--- config.mk ---
export PLATFORM = sky130hd
export DESIGN_NAME = sdram_arbiter
export DESIGN_NICKNAME = d
export VERILOG_FILES = /design/src/rtl/sdram_arb_pkg.sv /design/src/rtl/sdram_arb_rr_pick.sv /design/src/rtl/sdram_arbiter.sv
export SDC_FILE = /design/constraint.sdc
export NUM_CORES = 1
export LEC_CHECK = 0
export ABC_AREA = 1
export CORE_MARGIN = 4
export CORE_UTILIZATION = 42
export CTS_CLUSTER_DIAMETER = 120
export DETAILED_ROUTE_END_ITERATION = 16
export GPL_ROUTABILITY_DRIVEN = 0
export GPL_TIMING_DRIVEN = 0
export PLACE_DENSITY_LB_ADDON = 0.1
export SYNTH_ARGS = -nofsm -noshare
export SYNTH_HDL_FRONTEND = slang
export SYNTH_SLANG_ARGS = --single-unit
--- constraint.sdc ---
create_clock -name CLOCK_100_del_3ns -period 2.37 [get_ports CLOCK_100_del_3ns]
set_input_delay 0.237 -clock CLOCK_100_del_3ns [delete_from_list [all_inputs] [get_ports CLOCK_100_del_3ns]]
set_output_delay 0.237 -clock CLOCK_100_del_3ns [all_outputs]
set_load 0.01 [all_outputs]
--- src/rtl/sdram_arb_pkg.sv ---
// Shared definitions for the SDRAM port arbiter.
//   - ADDR_W / DATA_W : controller word address and data widths
//   - arb_state_e     : arbiter FSM states (also exported on dbg_state)
//   - OP_RD / OP_WR   : latched operation type of the granted transaction
package sdram_arb_pkg;

  localparam int ADDR_W = 24;
  localparam int DATA_W = 32;

  typedef enum logic [2:0] {
    ST_IDLE  = 3'd0,
    ST_ISSUE = 3'd1,
    ST_WAIT  = 3'd2,
    ST_RESP  = 3'd3,
    ST_GAP   = 3'd4
  } arb_state_e;

  localparam logic OP_RD = 1'b0;
  localparam logic OP_WR = 1'b1;

endpackage

--- src/rtl/sdram_arb_rr_pick.sv ---
// Combinational round-robin picker.
//   req : one bit per requester
//   ptr : highest-priority port index (always < NUM_PORTS)
//   gnt : first requesting port at or after ptr, wrapping modulo NUM_PORTS
//   any : at least one request present (gnt is meaningful only when set)
module sdram_arb_rr_pick #(
  parameter int NUM_PORTS = 3,
  localparam int IDX_W = $clog2(NUM_PORTS)
) (
  input  logic [NUM_PORTS-1:0] req,
  input  logic [IDX_W-1:0]     ptr,
  output logic [IDX_W-1:0]     gnt,
  output logic                 any
);

  logic             hi_hit;
  logic             lo_hit;
  logic [IDX_W-1:0] hi_gnt;
  logic [IDX_W-1:0] lo_gnt;

  // Two searches: ports at/after ptr win over ports before ptr. Scanning
  // downwards leaves the lowest matching index in each half, which is the
  // port closest to ptr in round-robin order.
  always_comb begin
    hi_hit = 1'b0;
    lo_hit = 1'b0;
    hi_gnt = '0;
    lo_gnt = '0;
    for (int j = NUM_PORTS - 1; j >= 0; j--) begin
      if (req[j] && (IDX_W'(j) >= ptr)) begin
        hi_hit = 1'b1;
        hi_gnt = IDX_W'(j);
      end
      if (req[j] && (IDX_W'(j) < ptr)) begin
        lo_hit = 1'b1;
        lo_gnt = IDX_W'(j);
      end
    end
    gnt = hi_hit ? hi_gnt : lo_gnt;
    any = hi_hit | lo_hit;
  end

endmodule

--- src/rtl/sdram_arbiter.sv ---
// Round-robin arbiter sharing one SDRAM controller port among NUM_PORTS
// requesters.
//
// Requester handshake: a requester raises m_read and/or m_write (level) with
// m_address/m_wdata stable and holds them until it sees its one-cycle m_ack
// bit; m_err and (for reads) m_rdata are valid in that same cycle. When both
// m_read and m_write are high the write is served first and the read stays
// pending. The controller side receives exactly one ctl_req_read/write pulse
// per transaction; ctl_address/ctl_data_in stay constant until the next grant.
//
// Ports:
//   CLOCK_100_del_3ns, rst     : clock, synchronous active-high reset
//   m_address/m_read/m_write/m_wdata : packed per-port request buses
//   m_ack, m_err, m_rdata      : completion (one-hot ack, timeout flag, data)
//   ctl_*                      : SDRAM controller interface; data_valid and
//                                write_complete come from the CLOCK_50 domain
//   dbg_state                  : current FSM state (arb_state_e encoding)
module sdram_arbiter
  import sdram_arb_pkg::*;
#(
  parameter int NUM_PORTS      = 3,
  parameter int TIMEOUT_CYCLES = 255,
  parameter int TO_W           = 8
) (
  input  logic                        CLOCK_100_del_3ns,
  input  logic                        rst,
  input  logic [ADDR_W*NUM_PORTS-1:0] m_address,
  input  logic [NUM_PORTS-1:0]        m_read,
  input  logic [NUM_PORTS-1:0]        m_write,
  input  logic [DATA_W*NUM_PORTS-1:0] m_wdata,
  output logic [NUM_PORTS-1:0]        m_ack,
  output logic                        m_err,
  output logic [DATA_W-1:0]           m_rdata,
  output logic [ADDR_W-1:0]           ctl_address,
  output logic                        ctl_req_read,
  output logic                        ctl_req_write,
  output logic [DATA_W-1:0]           ctl_data_in,
  input  logic [DATA_W-1:0]           ctl_data_out,
  input  logic                        ctl_data_valid,
  input  logic                        ctl_write_complete,
  output logic [2:0]                  dbg_state
);

  localparam int IDX_W = $clog2(NUM_PORTS);

  arb_state_e           state_q, state_d;
  logic [IDX_W-1:0]     ptr_q, ptr_d;
  logic [IDX_W-1:0]     gnt_q, gnt_d;
  logic                 op_q, op_d;
  logic [TO_W-1:0]      to_cnt_q, to_cnt_d;
  logic                 err_q, err_d;
  logic [ADDR_W-1:0]    ctl_address_q, ctl_address_d;
  logic [DATA_W-1:0]    ctl_data_in_q, ctl_data_in_d;
  logic                 ctl_req_read_q, ctl_req_read_d;
  logic                 ctl_req_write_q, ctl_req_write_d;
  logic [NUM_PORTS-1:0] m_ack_q, m_ack_d;
  logic                 m_err_q, m_err_d;
  logic [DATA_W-1:0]    m_rdata_q, m_rdata_d;

  // [0] and [1] form the 2-flop synchronizer, [2] is the edge-detect history.
  logic [2:0]           dv_sync_q, dv_sync_d;
  logic [2:0]           wc_sync_q, wc_sync_d;
  logic                 dv_rise;
  logic                 wc_rise;
  logic                 done_rise;

  logic [NUM_PORTS-1:0] req_any;
  logic [IDX_W-1:0]     pick_gnt;
  logic                 pick_any;

  logic [ADDR_W-1:0]    sel_addr;
  logic [DATA_W-1:0]    sel_wdata;
  logic                 sel_wr;
  logic [NUM_PORTS-1:0] gnt_onehot;

  assign req_any = m_read | m_write;

  sdram_arb_rr_pick #(
    .NUM_PORTS (NUM_PORTS)
  ) u_pick (
    .req (req_any),
    .ptr (ptr_q),
    .gnt (pick_gnt),
    .any (pick_any)
  );

  // A level that was already high before ISSUE produces no new rise, so a
  // stale completion is ignored until it drops and rises again.
  assign dv_rise   = dv_sync_q[1] & ~dv_sync_q[2];
  assign wc_rise   = wc_sync_q[1] & ~wc_sync_q[2];
  assign done_rise = (op_q == OP_WR) ? wc_rise : dv_rise;

  // Per-port mux of the picked requester, and one-hot of the current grant.
  always_comb begin
    sel_addr   = '0;
    sel_wdata  = '0;
    sel_wr     = 1'b0;
    gnt_onehot = '0;
    for (int j = 0; j < NUM_PORTS; j++) begin
      if (pick_gnt == IDX_W'(j)) begin
        sel_addr  = m_address[j*ADDR_W +: ADDR_W];
        sel_wdata = m_wdata[j*DATA_W +: DATA_W];
        sel_wr    = m_write[j];
      end
      gnt_onehot[j] = (gnt_q == IDX_W'(j));
    end
  end

  always_comb begin
    state_d         = state_q;
    ptr_d           = ptr_q;
    gnt_d           = gnt_q;
    op_d            = op_q;
    to_cnt_d        = to_cnt_q;
    err_d           = err_q;
    ctl_address_d   = ctl_address_q;
    ctl_data_in_d   = ctl_data_in_q;
    m_rdata_d       = m_rdata_q;
    // Pulse outputs default low so each is high for exactly one state.
    ctl_req_read_d  = 1'b0;
    ctl_req_write_d = 1'b0;
    m_ack_d         = '0;
    m_err_d         = 1'b0;
    dv_sync_d       = {dv_sync_q[1:0], ctl_data_valid};
    wc_sync_d       = {wc_sync_q[1:0], ctl_write_complete};

    case (state_q)
      ST_IDLE: begin
        if (pick_any) begin
          gnt_d         = pick_gnt;
          op_d          = sel_wr ? OP_WR : OP_RD;
          ctl_address_d = sel_addr;
          ctl_data_in_d = sel_wdata;
          if (sel_wr) begin
            ctl_req_write_d = 1'b1;
          end else begin
            ctl_req_read_d = 1'b1;
          end
          state_d = ST_ISSUE;
        end
      end

      ST_ISSUE: begin
        to_cnt_d = '0;
        state_d  = ST_WAIT;
      end

      ST_WAIT: begin
        if (done_rise) begin
          if (op_q == OP_RD) begin
            m_rdata_d = ctl_data_out;
          end
          m_ack_d = gnt_onehot;
          state_d = ST_RESP;
        end else if (to_cnt_q == TO_W'(TIMEOUT_CYCLES)) begin
          err_d   = 1'b1;
          m_ack_d = gnt_onehot;
          m_err_d = 1'b1;
          state_d = ST_RESP;
        end else begin
          to_cnt_d = to_cnt_q + 1'b1;
        end
      end

      ST_RESP: begin
        // Wrap at NUM_PORTS, which need not be a power of two.
        ptr_d   = (gnt_q == IDX_W'(NUM_PORTS - 1)) ? '0 : gnt_q + 1'b1;
        state_d = ST_GAP;
      end

      ST_GAP: begin
        // One dead cycle: the acked requester drops its level only now,
        // so arbitrating here would grant it a second time.
        err_d   = 1'b0;
        state_d = ST_IDLE;
      end

      default: begin
        state_d = ST_IDLE;
      end
    endcase
  end

  always_ff @(posedge CLOCK_100_del_3ns) begin
    if (rst) begin
      state_q         <= ST_IDLE;
      ptr_q           <= '0;
      gnt_q           <= '0;
      op_q            <= OP_RD;
      to_cnt_q        <= '0;
      err_q           <= 1'b0;
      ctl_address_q   <= '0;
      ctl_data_in_q   <= '0;
      ctl_req_read_q  <= 1'b0;
      ctl_req_write_q <= 1'b0;
      m_ack_q         <= '0;
      m_err_q         <= 1'b0;
      m_rdata_q       <= '0;
      dv_sync_q       <= '0;
      wc_sync_q       <= '0;
    end else begin
      state_q         <= state_d;
      ptr_q           <= ptr_d;
      gnt_q           <= gnt_d;
      op_q            <= op_d;
      to_cnt_q        <= to_cnt_d;
      err_q           <= err_d;
      ctl_address_q   <= ctl_address_d;
      ctl_data_in_q   <= ctl_data_in_d;
      ctl_req_read_q  <= ctl_req_read_d;
      ctl_req_write_q <= ctl_req_write_d;
      m_ack_q         <= m_ack_d;
      m_err_q         <= m_err_d;
      m_rdata_q       <= m_rdata_d;
      dv_sync_q       <= dv_sync_d;
      wc_sync_q       <= wc_sync_d;
    end
  end

  assign m_ack         = m_ack_q;
  assign m_err         = m_err_q;
  assign m_rdata       = m_rdata_q;
  assign ctl_address   = ctl_address_q;
  assign ctl_data_in   = ctl_data_in_q;
  assign ctl_req_read  = ctl_req_read_q;
  assign ctl_req_write = ctl_req_write_q;
  assign dbg_state     = state_q;

endmodule

==> run metrics, run 1 <==
hold_sp=ctl_data_valid; post-route cell area=0.00945 mm2; worst skew pair latency=approximately 420 ps; Layout Skew=about 4.2 ps; post-route ant nets=0; Max Clock Freq=roughly 560 MHz; CTS Hold Bufs=0; Synth Net Count=about 1000; HP Class=primary input to register; total CTS buffers=17; fraction of layout cells with a size suffix above 1=7.06%; pwr/cell area=around 720 mW/mm2; dpl cells=~1300; Final period util=about three quarters; clock slew at reported path FFs=~60 ps; most common cell after layout, fill and taps aside=clkdlybuf4s50_1; unique cell type count in the Yosys netlist=31; initial antenna violation count=0; ANT cells=0; DPL Wire Length=about 17 mm; Max Cap Viol=0; drt total wl=between 20 and 25 mm; vias in the first global route=about 6500; setup violators final=0; Tmin final=1790 ps; final cell count without fillers=1348; Initial Utilization=a little over two fifths; htree depth=4; FF-to-FF setup slack=580 ps; postcts setup bufs=0; RSZ-0062 raised after global routing=false; #FFs+latches synth=116; startpoint types=register; hold depth=3; crit path capture type=register; capturing point of the worst reg2reg path=to_cnt_q[7]; Area growth syn-to-layout=68.9%; WL/cell=16.2 um; relative slew slack=64.6%; Max Fanout on Critical Path=6; DRC=0; hold slack=about 330 ps; CTS sink cnt=~120; Syn Area/Cell=roughly 6.7 um2; endpoints failing hold=0; total vias in the final route=between 6000 and 7000; Core Util, Final=roughly three quarters; largest net degree at the start of global routing=17; Leakage=about 4.1 nW; Via density=between 4 and 5; final setup TNS=0 ps; CTS tree=yes; I/O pins=about 310; reg2reg path depth=9; Die H=approximately 120 um; post-synthesis sequential area ratio=41.5%; GR Util All Layers=28.5%; worst r2r src=to_cnt_q[0]; Hold Path Sink=dv_sync_q[0]; CP Data Arrival Time=2130 ps; Die ar.=0.0152 mm2; fin nets=approximately 1400; CTS Root Cell=clkbuf_16; num rows=a little over 40; commonest cells after routing, fill and taps aside=306 x clkdlybuf4s50_1, 224 x nand2_1, 126 x nor2_1, 116 x dfxtp_1, 92 x a21oi_1; warnings from Yosys=0; dpl cell area=between 0.008 and 0.009 mm2; worst-case clock buffer depth=2; Buffers on Ports=306; Starting DRT DRC Count=around 390; first-pass GRT wire length=roughly 33 mm; post-cts resize count=0; Worst Path Required=between 2000 and 3000 ps; Crit Path Category=register to register; Die W=around 120 um; Max IR drop VDD=~520 uV; CORE AREA=between 0.01 and 0.015 mm2; drt pass-1 iters=5; cell area after synthesis=between 0.005 and 0.006 mm2; total gr overflow=0; status=completed; Tightest Pin Transition=530 ps; Synth Instances=around 840; final slew viol count=0
flip-flops by register name, summed over array words and instances (netlist names):
name,flops
ctl_address,24
ctl_data_in,32
ctl_req_read,1
ctl_req_write,1
dbg_state,3
dv_sync_q,3
gnt_q,2
m_ack,3
m_err,1
m_rdata,32
op_q,1
ptr_q,2
to_cnt_q,8
wc_sync_q,3
area by class of cell:
class,instances,area (um2)
sequential,116,2320
tap,172,215
timing repair buffer,306,3060
buffer,53,299
clock inverter,14,138
clock buffer,18,439
multi-input combinational,618,2780
inverter,51,191
fill,1093,3370
critical path: stages, from the launching register on:
cell,delay (ps)
dfxtp_1,370
ha_1,210
nand2_1,60
inv_1,120
nand4_1,170
nand2_1,140
nand2_1,150
nand2_1,230
nand2_1,110
a21oi_1,170
logic make-up (layout without fill, tap and decap cells):
family	count (synthesis)	after routing	synth area share, %
AND/OR/NAND/NOR	440	440	33.1
AO/OA/AOI/OAI	175	175	16.1
flip-flops	116	116	41.5
buffers and inverters	104	442	8.77
XOR/XNOR	2	2	0.313
adder cells (fa/ha/maj)	1	1	0.224
how the worst max path moves through the flow:
| stage | start | end | slack (ps) |
|---|---|---|---|
| 5_1_grt | dbg_state[2] | m_rdata[29] | 360 |
| 6_report | to_cnt_q[0] | to_cnt_q[7] | 580 |
| 4_1_cts | to_cnt_q[0] | to_cnt_q[7] | 600 |
| 3_5_place_dp | m_write[0] | ctl_address[0] | 220 |
| 2_1_floorplan | to_cnt_q[0] | to_cnt_q[0] | 940 |
| 3_3_place_gp | m_write[0] | ctl_address[0] | 210 |
Yosys cell counts, drive strengths merged:
cell type    n  share of area (%)
nor2       131                9.2
buf         31                3.9
a21boi       1               0.13
inv         50                3.4
clkbuf      22                1.5
nor4         2               0.22
nand3       38                3.7
clkinv       1              0.067
dfxtp      116                 42
ha           1               0.22
a21oi       93                8.5
o21ai       80                7.3
nor3         7               0.63
nand4       31                3.5
or2          3               0.34
a211oi       1               0.13
xor2         2               0.31
nand2      228                 16
layer usage:
metal | track usage, % | vias to the layer above | wire length (um)
met1 | 32.1 | 3009 | 8410
met3 | 10.2 | 39 | 2220
met2 | 49.1 | 291 | 10500
met5 | 0 | - | 0
li1 | - | 3377 | -
met4 | 11.1 | 0 | 641
metrics by stage:
step                power [mW]  setup WS (ps)
floorplan                 3.24            940
global placement          4.27            209
detailed placement        4.29            217
CTS                       6.80            602
global route              7.10            359
finish                    6.78            584
report_power, final:
group	total (mW)	switching, mW	internal (mW)	leakage (nW)
sequential	2.30	0.123	2.18	0.952
combinational	1.97	0.988	0.978	2.89
clock	2.51	0.948	1.56	0.277
(Power assumes the default switching activity.)
==> run 2, diff against run 1 <==
--- a/config.mk
+++ b/config.mk
@@ -7,7 +7,7 @@
 export LEC_CHECK = 0
 export ABC_AREA = 1
 export CORE_MARGIN = 4
-export CORE_UTILIZATION = 42
+export CORE_UTILIZATION = 39
 export CTS_CLUSTER_DIAMETER = 120
 export DETAILED_ROUTE_END_ITERATION = 16
 export GPL_ROUTABILITY_DRIVEN = 0
==> constraint.sdc (replaced) <==
create_clock -name CLOCK_100_del_3ns -period 1.8 [get_ports CLOCK_100_del_3ns]
set_input_delay 0.18 -clock CLOCK_100_del_3ns [delete_from_list [all_inputs] [get_ports CLOCK_100_del_3ns]]
set_output_delay 0.18 -clock CLOCK_100_del_3ns [all_outputs]
set_load 0.01 [all_outputs]
==> run 2 against run 1 <==
Global-route usage shrank 2.7 points; sequential power grew 32%; clock skew rose by 9.5 ps; count of clock-buffer cells in the layout shrank 1; non-clock buffer count grew 3; final cell count is 0.82% higher; register-to-register slack worse by 460 ps; worst hold slack worse by 62 ps; critical path type is now primary input to register; largest power group unchanged.
==> run metrics, run 2 (synthesis results as in run 1) <==
Max Fanout on Critical Path=10 (+4); dpl cell area=0.00888 mm2 (+0.11%); Core Util, Final=68.3% (-5.4 points); final cell count without fillers=1359 (+0.82%); Crit Path Category=primary input to register; first-pass GRT wire length=33.2 mm (about the same); HP Class=primary input to register; GR Util All Layers=25.8% (-2.7 points); vias in the first global route=6479 (-0.70%); final setup TNS=0 ps (unchanged); status=completed; Max IR drop VDD=603 uV (+16%); Switching Fraction=31.0% (+0.63 points); Multi-input gate area=0.00281 mm2 (+0.94%); Storage cell area=0.00232 mm2 (about the same); fraction of layout cells with a size suffix above 1=8.06% (+1.0 points); initial antenna violation count=0 (unchanged); post-route ant nets=0 (unchanged); worst skew pair latency=420 ps (about the same); Pint=6.26 mW (+33%); commonest cells after routing, fill and taps aside=306 x clkdlybuf4s50_1, 221 x nand2_1, 126 x nor2_1, 115 x dfxtp_1, 92 x a21oi_1; Die ar.=0.0163 mm2 (+7.2%); CORE AREA=0.0140 mm2 (+9.1%); Initial Utilization=40.0% (-3.6 points); endpoints failing hold=0 (unchanged); dpl cells=1324 (+0.61%); Reg power frac=33.4% (-0.6 points); relative slew slack=62.0% (-2.6 points); setup violators final=0 (unchanged); most common cell after layout, fill and taps aside=clkdlybuf4s50_1; total gr overflow=0 (unchanged); post-route cell area=0.00955 mm2 (+1.1%); cell family with most CP delay=buffers and inverters; CTS sink cnt=116 (unchanged); worst-case clock buffer depth=2 (unchanged); ANT cells=0 (unchanged); DRC=0 (unchanged); Max Clock Freq=around 580 MHz; Clock power frac=37.4% (+0.4 points); Final period util=a little over nine tenths; num rows=43 (+4.9%); Starting DRT DRC Count=359 (-8.4%); Switch Pwr=2.82 mW (+37%); largest net degree at the start of global routing=17 (unchanged); Fill cells=1225 (+12%); DPL Wire Length=16.6 mm (-0.26%); Tmin final=around 1700 ps; startpoint types=primary input; Layout Skew=13.7 ps (+9.46 ps); drt total wl=21.7 mm (-0.15%); final slew viol count=0 (unchanged); Slowest Stage Delay on Critical Path=470 ps (+100 ps); CP dominant cell by count=a21oi_1; Via density=4.94 (-0.93%); Buffers on Ports=306 (unchanged); fin nets=1377 (+0.22%); total vias in the final route=6708 (-0.12%); WL/cell=16.0 um (-0.96%); I/O pins=307 (unchanged); CTS tree=yes; logic gate share of total power=29.2% (+0.2 points); Tightest Pin Transition=570 ps (+39.2 ps); Die W=128 um (+3.5%); Buf/Inv on CP=3 (+2); Area growth syn-to-layout=70.7%; clock slew at reported path FFs=60 ps (about the same); CTS Root Cell=clkbuf_16; drt pass-1 iters=5 (unchanged); crit path capture type=register; Critical Path Slowest Stage Cell=clkdlybuf4s50_1; Max Cap Viol=0 (unchanged); pwr/cell area=951 mW/mm2 (+33%); Leakage=4.16 nW (+0.91%); CP Data Arrival Time=2070 ps (-60 ps); Worst Path Required=2140 ps (-580 ps); Critical Path, Cell by Cell=clkdlybuf4s50_1 > nor2_1 > nand3_1 > nand2_2 > buf_4 > clkbuf_1 > a21oi_1 > a21oi_1; total CTS buffers=17 (unchanged); htree depth=4 (unchanged); Die H=128 um (+3.5%)
run 2: power groups by stage:
stage	clock (mW)	combinational [mW]	sequential, mW
6_report	3.40	2.65	3.03
5_1_grt	3.59	2.92	3.06
4_1_cts	3.45	2.61	3.03
3_5_place_dp	0	2.59	3.07
3_3_place_gp	0	2.57	3.07
2_1_floorplan	0	1.08	3.18
run 2: layer usage:
layer  vias up  wire length, um  global-route usage, %
li1       3390                -                      -
met1      3003             8900                   30.4
met2       269            10300                   43.2
met3        46             1820                   8.21
met4         0              723                   11.0
met5         -                0                      0
run 2: path summary, 6_finish.rpt:
kind                  start               to  slack, ps  cells past startpoint
min          ctl_data_valid     dv_sync_q[0]        270                      3
max              m_write[1]  ctl_address[23]         70                      8
min reg2reg    wc_sync_q[0]     wc_sync_q[1]        400                      2
max reg2reg    dbg_state[0]   ctl_address[0]        120                     10
run 2: metrics by stage:
stage / hold slack (ps) / setup WS, ps / power (mW)
after floorplan: 287 / 370 / 4.27
after global placement: 393 / -330 / 5.64
after detailed placement: 393 / -321 / 5.66
after CTS: 256 / 64.7 / 9.09
after global routing: 259 / -28.5 / 9.58
final: 271 / 66.7 / 9.08
run 2: cell type report:
type / instances / share of cell area, %
clock buffer: 17 / 4.45
inverter: 51 / 2.00
clock inverter: 15 / 1.77
timing repair buffer: 309 / 32.4
sequential: 116 / 24.3
multi-input combinational: 618 / 29.4
tap: 180 / 2.36
buffer: 53 / 3.24
run 2: what timing repair did:
action | 4_1_cts | 5_1_grt
gates resized for setup | 2 | 16
endpoints found under the setup margin | 3 | 91
setup buffers | 0 | 3
pin swaps | 0 | 2
hold buffers | 0 | 0
run 2: tightest hold or removal path, cell delays in order:
cell,delay [ps]
clkdlybuf4s50_1,390
inv_1,50
nor2_1,30
